$ cat src/rtl/centroid_pkg.sv
// Shared types and constants for the multi-channel centroid engine:
// FSM state encoding, default widths and bounding-box empty values.
package centroid_pkg;

   localparam int COORD_X_W = 11;
   localparam int COORD_Y_W = 10;
   localparam int PIX_CNT_W = 20;

   // An empty bounding box has min at all-ones and max at zero, so the first
   // pixel always wins both comparisons.
   localparam logic [31:0] BBOX_MIN_EMPTY = '1;
   localparam logic [31:0] BBOX_MAX_EMPTY = '0;

   typedef enum logic [1:0] {
      ST_IDLE = 2'd0,
      ST_LOAD = 2'd1,
      ST_DIV  = 2'd2,
      ST_EMIT = 2'd3
   } cm_state_e;

endpackage

$ cat src/rtl/seq_divider.sv
// Restoring unsigned divider, one quotient bit per cycle. The first bit is
// produced on the start edge, so done is high during the W-th cycle after start.
module seq_divider #(
   parameter int W   = 31,
   parameter int Q_W = 11
) (
   input  logic           clk,
   input  logic           rst_n,
   input  logic           start,
   input  logic [W-1:0]   dividend,
   input  logic [W-1:0]   divisor,
   output logic           done,
   output logic [Q_W-1:0] quotient
);

   localparam int CW = $clog2(W + 1);

   logic [W-1:0]  rem_q;
   logic [W-1:0]  quo_q;
   logic [W-1:0]  dsr_q;
   logic [CW-1:0] cnt_q;
   logic          active_q;

   logic [W-1:0]  src_rem;
   logic [W-1:0]  src_quo;
   logic [W-1:0]  src_dsr;
   logic [W:0]    shifted;
   logic [W:0]    diff;
   logic [W-1:0]  nxt_rem;
   logic [W-1:0]  nxt_quo;

   // A set borrow bit (diff[W]) means the trial subtraction went negative.
   always_comb begin
      src_rem = start ? '0 : rem_q;
      src_quo = start ? dividend : quo_q;
      src_dsr = start ? divisor : dsr_q;
      shifted = {src_rem, src_quo[W-1]};
      diff    = shifted - {1'b0, src_dsr};
      if (diff[W]) begin
         nxt_rem = shifted[W-1:0];
         nxt_quo = {src_quo[W-2:0], 1'b0};
      end else begin
         nxt_rem = diff[W-1:0];
         nxt_quo = {src_quo[W-2:0], 1'b1};
      end
   end

   always_ff @(posedge clk) begin
      if (!rst_n) begin
         rem_q    <= '0;
         quo_q    <= '0;
         dsr_q    <= '0;
         cnt_q    <= '0;
         active_q <= 1'b0;
      end else if (start) begin
         rem_q    <= nxt_rem;
         quo_q    <= nxt_quo;
         dsr_q    <= divisor;
         cnt_q    <= CW'(W - 1);
         active_q <= 1'b1;
      end else if (active_q) begin
         if (cnt_q != '0) begin
            rem_q <= nxt_rem;
            quo_q <= nxt_quo;
            cnt_q <= cnt_q - CW'(1);
         end else begin
            active_q <= 1'b0;
         end
      end
   end

   assign done     = active_q && (cnt_q == '0);
   assign quotient = quo_q[Q_W-1:0];

endmodule

$ cat src/rtl/multi_center_of_mass.sv
// Multi-channel centroid engine: per-channel coordinate accumulation, frame
// snapshot on a tabulate edge, serial divide/emit per channel. Optional bbox: CENTROID_BBOX_EN.
module multi_center_of_mass
   import centroid_pkg::*;
#(
   parameter int NUM_CH    = 2,
   parameter int X_W       = COORD_X_W,
   parameter int Y_W       = COORD_Y_W,
   parameter int CNT_W     = PIX_CNT_W,
   parameter int MIN_COUNT = 16,
   localparam int CH_W     = (NUM_CH > 1) ? $clog2(NUM_CH) : 1
) (
   input  logic              clk_in,
   input  logic              rst_n_in,
   input  logic [X_W-1:0]    x_in,
   input  logic [Y_W-1:0]    y_in,
   input  logic [NUM_CH-1:0] mask_in,
   input  logic              valid_in,
   input  logic              tabulate_in,
   output logic [CH_W-1:0]   ch_out,
   output logic [X_W-1:0]    x_out,
   output logic [Y_W-1:0]    y_out,
   output logic [CNT_W-1:0]  count_out,
   output logic              found_out,
   output logic              valid_out,
   output logic              frame_done_out,
   output logic              busy_out,
   output logic              overrun_out
`ifdef CENTROID_BBOX_EN
   ,
   output logic [X_W-1:0]    x_min_out,
   output logic [X_W-1:0]    x_max_out,
   output logic [Y_W-1:0]    y_min_out,
   output logic [Y_W-1:0]    y_max_out
`endif
);

   localparam int XS_W  = X_W + CNT_W;
   localparam int YS_W  = Y_W + CNT_W;
   localparam int DIV_W = X_W + CNT_W;

   logic [XS_W-1:0]  x_sum     [NUM_CH];
   logic [YS_W-1:0]  y_sum     [NUM_CH];
   logic [CNT_W-1:0] pix_cnt   [NUM_CH];
   logic [XS_W-1:0]  snap_x    [NUM_CH];
   logic [YS_W-1:0]  snap_y    [NUM_CH];
   logic [CNT_W-1:0] snap_cnt  [NUM_CH];
`ifdef CENTROID_BBOX_EN
   logic [X_W-1:0]   x_min     [NUM_CH];
   logic [X_W-1:0]   x_max     [NUM_CH];
   logic [Y_W-1:0]   y_min     [NUM_CH];
   logic [Y_W-1:0]   y_max     [NUM_CH];
   logic [X_W-1:0]   snap_xmin [NUM_CH];
   logic [X_W-1:0]   snap_xmax [NUM_CH];
   logic [Y_W-1:0]   snap_ymin [NUM_CH];
   logic [Y_W-1:0]   snap_ymax [NUM_CH];
`endif

   cm_state_e        state_q, state_d;
   logic [CH_W-1:0]  ch_q;
   logic             tab_prev;
   logic             tab_edge;
   logic             accept;
   logic [NUM_CH-1:0] hit;
   logic [CNT_W-1:0] cur_cnt;
   logic             cur_found;
   logic             last_ch;
   logic             start_div;
   logic             x_done, y_done, div_done;
   logic [X_W-1:0]   x_quo;
   logic [Y_W-1:0]   y_quo;

   assign tab_edge  = tabulate_in && !tab_prev;
   assign accept    = tab_edge && (state_q == ST_IDLE);
   assign hit       = valid_in ? mask_in : '0;
   assign cur_cnt   = snap_cnt[ch_q];
   assign cur_found = (cur_cnt != '0) && (cur_cnt >= CNT_W'(MIN_COUNT));
   assign last_ch   = (ch_q == CH_W'(NUM_CH - 1));
   assign div_done  = x_done && y_done;

   // On an accepted edge the current-cycle pixel seeds the new frame rather
   // than being added to the snapshot being closed.
   always_ff @(posedge clk_in) begin
      if (!rst_n_in) begin
         for (int c = 0; c < NUM_CH; c++) begin
            x_sum[c]     <= '0;
            y_sum[c]     <= '0;
            pix_cnt[c]   <= '0;
            snap_x[c]    <= '0;
            snap_y[c]    <= '0;
            snap_cnt[c]  <= '0;
`ifdef CENTROID_BBOX_EN
            x_min[c]     <= BBOX_MIN_EMPTY[X_W-1:0];
            x_max[c]     <= BBOX_MAX_EMPTY[X_W-1:0];
            y_min[c]     <= BBOX_MIN_EMPTY[Y_W-1:0];
            y_max[c]     <= BBOX_MAX_EMPTY[Y_W-1:0];
            snap_xmin[c] <= BBOX_MIN_EMPTY[X_W-1:0];
            snap_xmax[c] <= BBOX_MAX_EMPTY[X_W-1:0];
            snap_ymin[c] <= BBOX_MIN_EMPTY[Y_W-1:0];
            snap_ymax[c] <= BBOX_MAX_EMPTY[Y_W-1:0];
`endif
         end
      end else begin
         for (int c = 0; c < NUM_CH; c++) begin
            if (accept) begin
               snap_x[c]   <= x_sum[c];
               snap_y[c]   <= y_sum[c];
               snap_cnt[c] <= pix_cnt[c];
               x_sum[c]    <= hit[c] ? XS_W'(x_in) : '0;
               y_sum[c]    <= hit[c] ? YS_W'(y_in) : '0;
               pix_cnt[c]  <= hit[c] ? CNT_W'(1) : '0;
`ifdef CENTROID_BBOX_EN
               snap_xmin[c] <= x_min[c];
               snap_xmax[c] <= x_max[c];
               snap_ymin[c] <= y_min[c];
               snap_ymax[c] <= y_max[c];
               x_min[c] <= hit[c] ? x_in : BBOX_MIN_EMPTY[X_W-1:0];
               x_max[c] <= hit[c] ? x_in : BBOX_MAX_EMPTY[X_W-1:0];
               y_min[c] <= hit[c] ? y_in : BBOX_MIN_EMPTY[Y_W-1:0];
               y_max[c] <= hit[c] ? y_in : BBOX_MAX_EMPTY[Y_W-1:0];
`endif
            end else if (hit[c] && (pix_cnt[c] != '1)) begin
               x_sum[c]   <= x_sum[c] + XS_W'(x_in);
               y_sum[c]   <= y_sum[c] + YS_W'(y_in);
               pix_cnt[c] <= pix_cnt[c] + CNT_W'(1);
`ifdef CENTROID_BBOX_EN
               if (x_in < x_min[c]) x_min[c] <= x_in;
               if (x_in > x_max[c]) x_max[c] <= x_in;
               if (y_in < y_min[c]) y_min[c] <= y_in;
               if (y_in > y_max[c]) y_max[c] <= y_in;
`endif
            end
         end
      end
   end

   always_ff @(posedge clk_in) begin
      if (!rst_n_in) begin
         state_q     <= ST_IDLE;
         ch_q        <= '0;
         tab_prev    <= 1'b1;
         overrun_out <= 1'b0;
      end else begin
         state_q     <= state_d;
         tab_prev    <= tabulate_in;
         overrun_out <= tab_edge && (state_q != ST_IDLE);
         if (accept)
            ch_q <= '0;
         else if ((state_q == ST_EMIT) && !last_ch)
            ch_q <= ch_q + CH_W'(1);
      end
   end

   always_comb begin
      state_d   = state_q;
      start_div = 1'b0;
      unique case (state_q)
         ST_IDLE: if (accept) state_d = ST_LOAD;
         ST_LOAD: begin
            if (cur_found) begin
               start_div = 1'b1;
               state_d   = ST_DIV;
            end else begin
               state_d = ST_EMIT;
            end
         end
         ST_DIV:  if (div_done) state_d = ST_EMIT;
         ST_EMIT: state_d = last_ch ? ST_IDLE : ST_LOAD;
         default: state_d = ST_IDLE;
      endcase
   end

   seq_divider #(.W(DIV_W), .Q_W(X_W)) u_div_x (
      .clk      (clk_in),
      .rst_n    (rst_n_in),
      .start    (start_div),
      .dividend (DIV_W'(snap_x[ch_q])),
      .divisor  (DIV_W'(cur_cnt)),
      .done     (x_done),
      .quotient (x_quo)
   );

   seq_divider #(.W(DIV_W), .Q_W(Y_W)) u_div_y (
      .clk      (clk_in),
      .rst_n    (rst_n_in),
      .start    (start_div),
      .dividend (DIV_W'(snap_y[ch_q])),
      .divisor  (DIV_W'(cur_cnt)),
      .done     (y_done),
      .quotient (y_quo)
   );

   // Result registers load on entry to EMIT and hold until the next EMIT.
   always_ff @(posedge clk_in) begin
      if (!rst_n_in) begin
         x_out     <= '0;
         y_out     <= '0;
         count_out <= '0;
         found_out <= 1'b0;
`ifdef CENTROID_BBOX_EN
         x_min_out <= '0;
         x_max_out <= '0;
         y_min_out <= '0;
         y_max_out <= '0;
`endif
      end else if (((state_q == ST_LOAD) && !cur_found) ||
                   ((state_q == ST_DIV) && div_done)) begin
         x_out     <= (state_q == ST_DIV) ? x_quo : '0;
         y_out     <= (state_q == ST_DIV) ? y_quo : '0;
         found_out <= (state_q == ST_DIV);
         count_out <= cur_cnt;
`ifdef CENTROID_BBOX_EN
         x_min_out <= snap_xmin[ch_q];
         x_max_out <= snap_xmax[ch_q];
         y_min_out <= snap_ymin[ch_q];
         y_max_out <= snap_ymax[ch_q];
`endif
      end
   end

   assign ch_out         = ch_q;
   assign valid_out      = (state_q == ST_EMIT);
   assign frame_done_out = (state_q == ST_EMIT) && last_ch;
   assign busy_out       = (state_q != ST_IDLE);

endmodule
$ cat config.mk
export PLATFORM = sky130hd
export DESIGN_NAME = multi_center_of_mass
export DESIGN_NICKNAME = d
export VERILOG_FILES = /design/src/rtl/centroid_pkg.sv /design/src/rtl/seq_divider.sv /design/src/rtl/multi_center_of_mass.sv
export SDC_FILE = /design/constraint.sdc
export NUM_CORES = 1
export LEC_CHECK = 0
export ABC_AREA = 0
export CAP_MARGIN = 25
export CORE_UTILIZATION = 52
export CTS_BUF_LIST = sky130_fd_sc_hd__clkbuf_8
export DETAILED_ROUTE_END_ITERATION = 8
export PLACE_DENSITY_LB_ADDON = 0.15
export SYNTH_ARGS = -nofsm -noshare
export SYNTH_HDL_FRONTEND = slang
export SYNTH_HIERARCHICAL = 1
export SYNTH_SLANG_ARGS = --single-unit
$ cat constraint.sdc
create_clock -name clk_in -period 14.2 [get_ports clk_in]
set_input_delay 2.13 -clock clk_in [delete_from_list [all_inputs] [get_ports clk_in]]
set_output_delay 2.13 -clock clk_in [all_outputs]
set_load 0.03 [all_outputs]
==> results.toml <==
[layout]
mostFrequentLayoutCell = "edfxtp_1"
layout.area.seq_um2 = 14700
multi_input_comb_area_um2 = 16300
layout.filler_cells = 5221
layout.cells.most_common_list = "edfxtp_1 (324), nand2_1 (321), dfxtp_1 (245)"
layout-drive-gt1-share_pct = 9.50
nNetsFinal = 3458
design_area_um2 = 35200
area_delta_synth_final_pct = 10.5

[timing]
timing.clock.skew_ns = 0.0400
timing_worst_slew_pin_value_ns = 1.01
final_max_slew_viol_count = 0
worst_slack_ns = 7.77
fin_crit_sh_pct = 45.3
timing_hold_violations_final = 0
final.setup.tns_ns = 0
max_slew_margin_pct = 32.5
layout_min_cycle_time_ns = 6.43
setup_viol = 0
grt_setup_unrepaired = "no"
clock.fmax_ghz = 0.155

[clock_tree]
tritoncts = "built"
cts_made_buffers = 99
cts_root_buffer = "clkbuf_8"
worst_skew_pair.late_latency_ns = 0.72
tritoncts_num_sinks = 570
clk_path_buf_depth = 3
post_cts_hold_buffer_count = 0
htreeDepth = 3
post_cts_resize_count = 0
cts.reportedPaths.clkPinSlew_ns = 0.06
postCtsSetupRepairBufs = 0

[yosys]
synth_edf_count = 324
syn-mean-instance-area_um2 = 9.69
synth_area_leaders = "edfxtp_1 (31%), dfxtp_1 (15%), ha_1 (4.1%)"
netlist_area_um2 = 31900
syn-instance-count = 3292
total_of_warnings_raised_by_yosys = 6
yosys.area.top_type = "edfxtp_1"
synth_largest_type_area_fraction_pct = 30.5
synth_seq_area_share_pct = 46.0
synthFlopType = "edfxtp_1"
ys_types = 97
synth_seq_cells = 570
async_set_reset_flop_share_out_of_synthesis_pct = 0

[worst_hold_path]
min_path_cells = 2
hold_path.startpoint = "y_out[0]"
holdCritPathClass = "flop to flop"
hold_end = "y_out[0]"

[detailed_routing]
detail_route.wirelength_um = 81300
via_count = 24800
ant_nets = 0
post_drt_wl_per_cell_um = 19.4
vias_per_cell = 5.92
detail_route.iter0.violations = 1996
drt_first_pass_iters = 5
detail_route.drc_violations = 0

[worst_setup_path]
r2r_setup_slk_ns = 7.77
crit_arrival_ns = 7.06
cp-start-kind = "flop"
critical_path.endpoint_type = "flop"
reg2reg_depth = 15
reg2reg_to = "u_div_y/rem_q[25]"
critical_path_class = "flop to flop"
worst-path-max-fanout = 165
timing.critical_path.required_ns = 14.82

[grt]
grt_pass1_vias = 24400
groute.layer.met2.usage_pct = 40.8
globalRoute.totalOverflow = 0
most_used_layer_global_route = "met2"
grtUsageTotal_pct = 25.9
groute.layer.met3.usage_pct = 4.46
grt_use_met1_pct = 36.1
first_pass_grt_wire_length_um = 130000
grt_start_max_net_pins = 166
initial_antenna_violation_count = 1

[floorplan]
die_x_um = 250
dieArea_um2 = 62300
io_pins = 74
floorplan.initialDensity_pct = 52.7
dieHeight_um = 250
core-area_um2 = 60500
row_cnt = 90

[place]
gp_congestion = 0.908
dp.final_hpwl_um = 54200
place.port_buffers = 73
placed_area_um2 = 33100
pre_cts_slack_ns = 7.93

[power]
p_per_area_nw_per_um2 = 208
leakage_power_total_nw = 13.4
ir_worst_vdd_mv = 0.142

[status]
status = "finished clean"

[run]
timing.max_cap.violations = 0
area by class of cell:
cell class / count / area share (%)
Antenna cell: 1 / 0.00710
Clock buffer: 121 / 4.72
Clock inverter: 61 / 1.27
Sequential cell: 570 / 41.6
Tap cell: 782 / 2.78
Timing Repair Buffer: 102 / 2.84
Inverter: 61 / 0.678
Multi-Input combinational cell: 2486 / 46.1
synthesized netlist by cell type, types with 37 or more instances:
cell type and number:
nand2_1 323, inv_1 59, mux2_2 85, nor2_1 241
nand3_1 110, mux2i_1 101, dfxtp_1 246, nor3_1 38
ha_1 105, and3_1 41, and2_1 197, edfxtp_1 324
a21o_1 42, o21ai_0 205, xor2_1 85, a21oi_1 211
xnor2_1 122, nor2b_1 94, clkbuf_1 135, a31oi_1 37
sequential cells by signal (all words and copies together), names as in the netlist, 5 cells and up, named ones only:
name	flops
u_div_x/cnt_q	5
pix_cnt	40
y_sum	60
u_div_y/dsr_q	31
y_out	10
u_div_y/quo_q	31
u_div_x/rem_q	31
snap_x	62
x_sum	62
x_out	11
u_div_x/dsr_q	31
u_div_y/cnt_q	5
snap_y	60
u_div_x/quo_q	31
u_div_y/rem_q	31
count_out	20
snap_cnt	40
worst max-delay path, stage by stage, from the launching register on:
cell and delay (ns):
dfxtp_4 0.54, mux2_2 0.47, nor4_1 0.49, nand2_1 0.13, o21a_4 0.48, buf_12 0.42
mux2i_1 0.25, ha_1 0.47, and3_4 0.26, nand3_2 0.10, nor4_2 0.30, o21ai_0 0.20
and4b_1 0.28, or3_1 0.73, nor2_1 0.81, a22o_1 0.27
report_power, final:
| group | switching, W | internal, W | total, W |
|---|---|---|---|
| Sequential | 0.000175 | 0.00200 | 0.00218 |
| Clock | 0.000724 | 0.000870 | 0.00159 |
| Combinational | 0.00218 | 0.00138 | 0.00356 |
worst max path at each step:
| stage | slack, ns | to | cells past startpoint |
|---|---|---|---|
| detailed placement | 7.93 | u_div_y/rem_q[25] | 15 |
| global route | 7.36 | u_div_y/rem_q[25] | 15 |
| finish | 7.77 | u_div_y/rem_q[25] | 15 |
| CTS | 7.88 | u_div_y/rem_q[25] | 15 |
| floorplan | 6.31 | pix_cnt[1][0] | 4 |
| global placement | 8.11 | u_div_y/rem_q[24] | 15 |
cell families (layout without fill, tap and decap cells):
group | count (synthesis) | after routing | synth area share, %
flops | 570 | 570 | 46.0
mux | 186 | 186 | 6.17
simple gates | 1203 | 1203 | 19.1
compound gates | 752 | 752 | 14.9
other cells | 1 | 24 | 0.0118
buf+inv | 258 | 345 | 3.53
xor+xnor | 207 | 207 | 5.69
fa+ha+maj | 115 | 115 | 4.63
layer usage:
layer / part of all wire, % / vias up / wire length (um)
met1: 47 / 12000 / 37900
met4: 2.8 / 0 / 2290
met5: 0 / - / 0
li1: - / 11900 / -
met3: 5.8 / 162 / 4730
met2: 45 / 707 / 36400
per-stage QoR:
| step | total power [W] | cells | hold WS [ns] | utilization, % |
|---|---|---|---|---|
| global placement | 0.00563 | 3998 | 0.444 | 54.7 |
| global route | 0.00781 | 4184 | 0.482 | 58.3 |
| CTS | 0.00730 | 4181 | 0.462 | 58.2 |
| detailed placement | 0.00568 | 3999 | 0.454 | 54.7 |
| floorplan | 0.00490 | 3314 | 0.428 | - |
| finish | 0.00733 | 4184 | 0.458 | 58.3 |
Note: power is estimated with default switching activity, not from simulation.
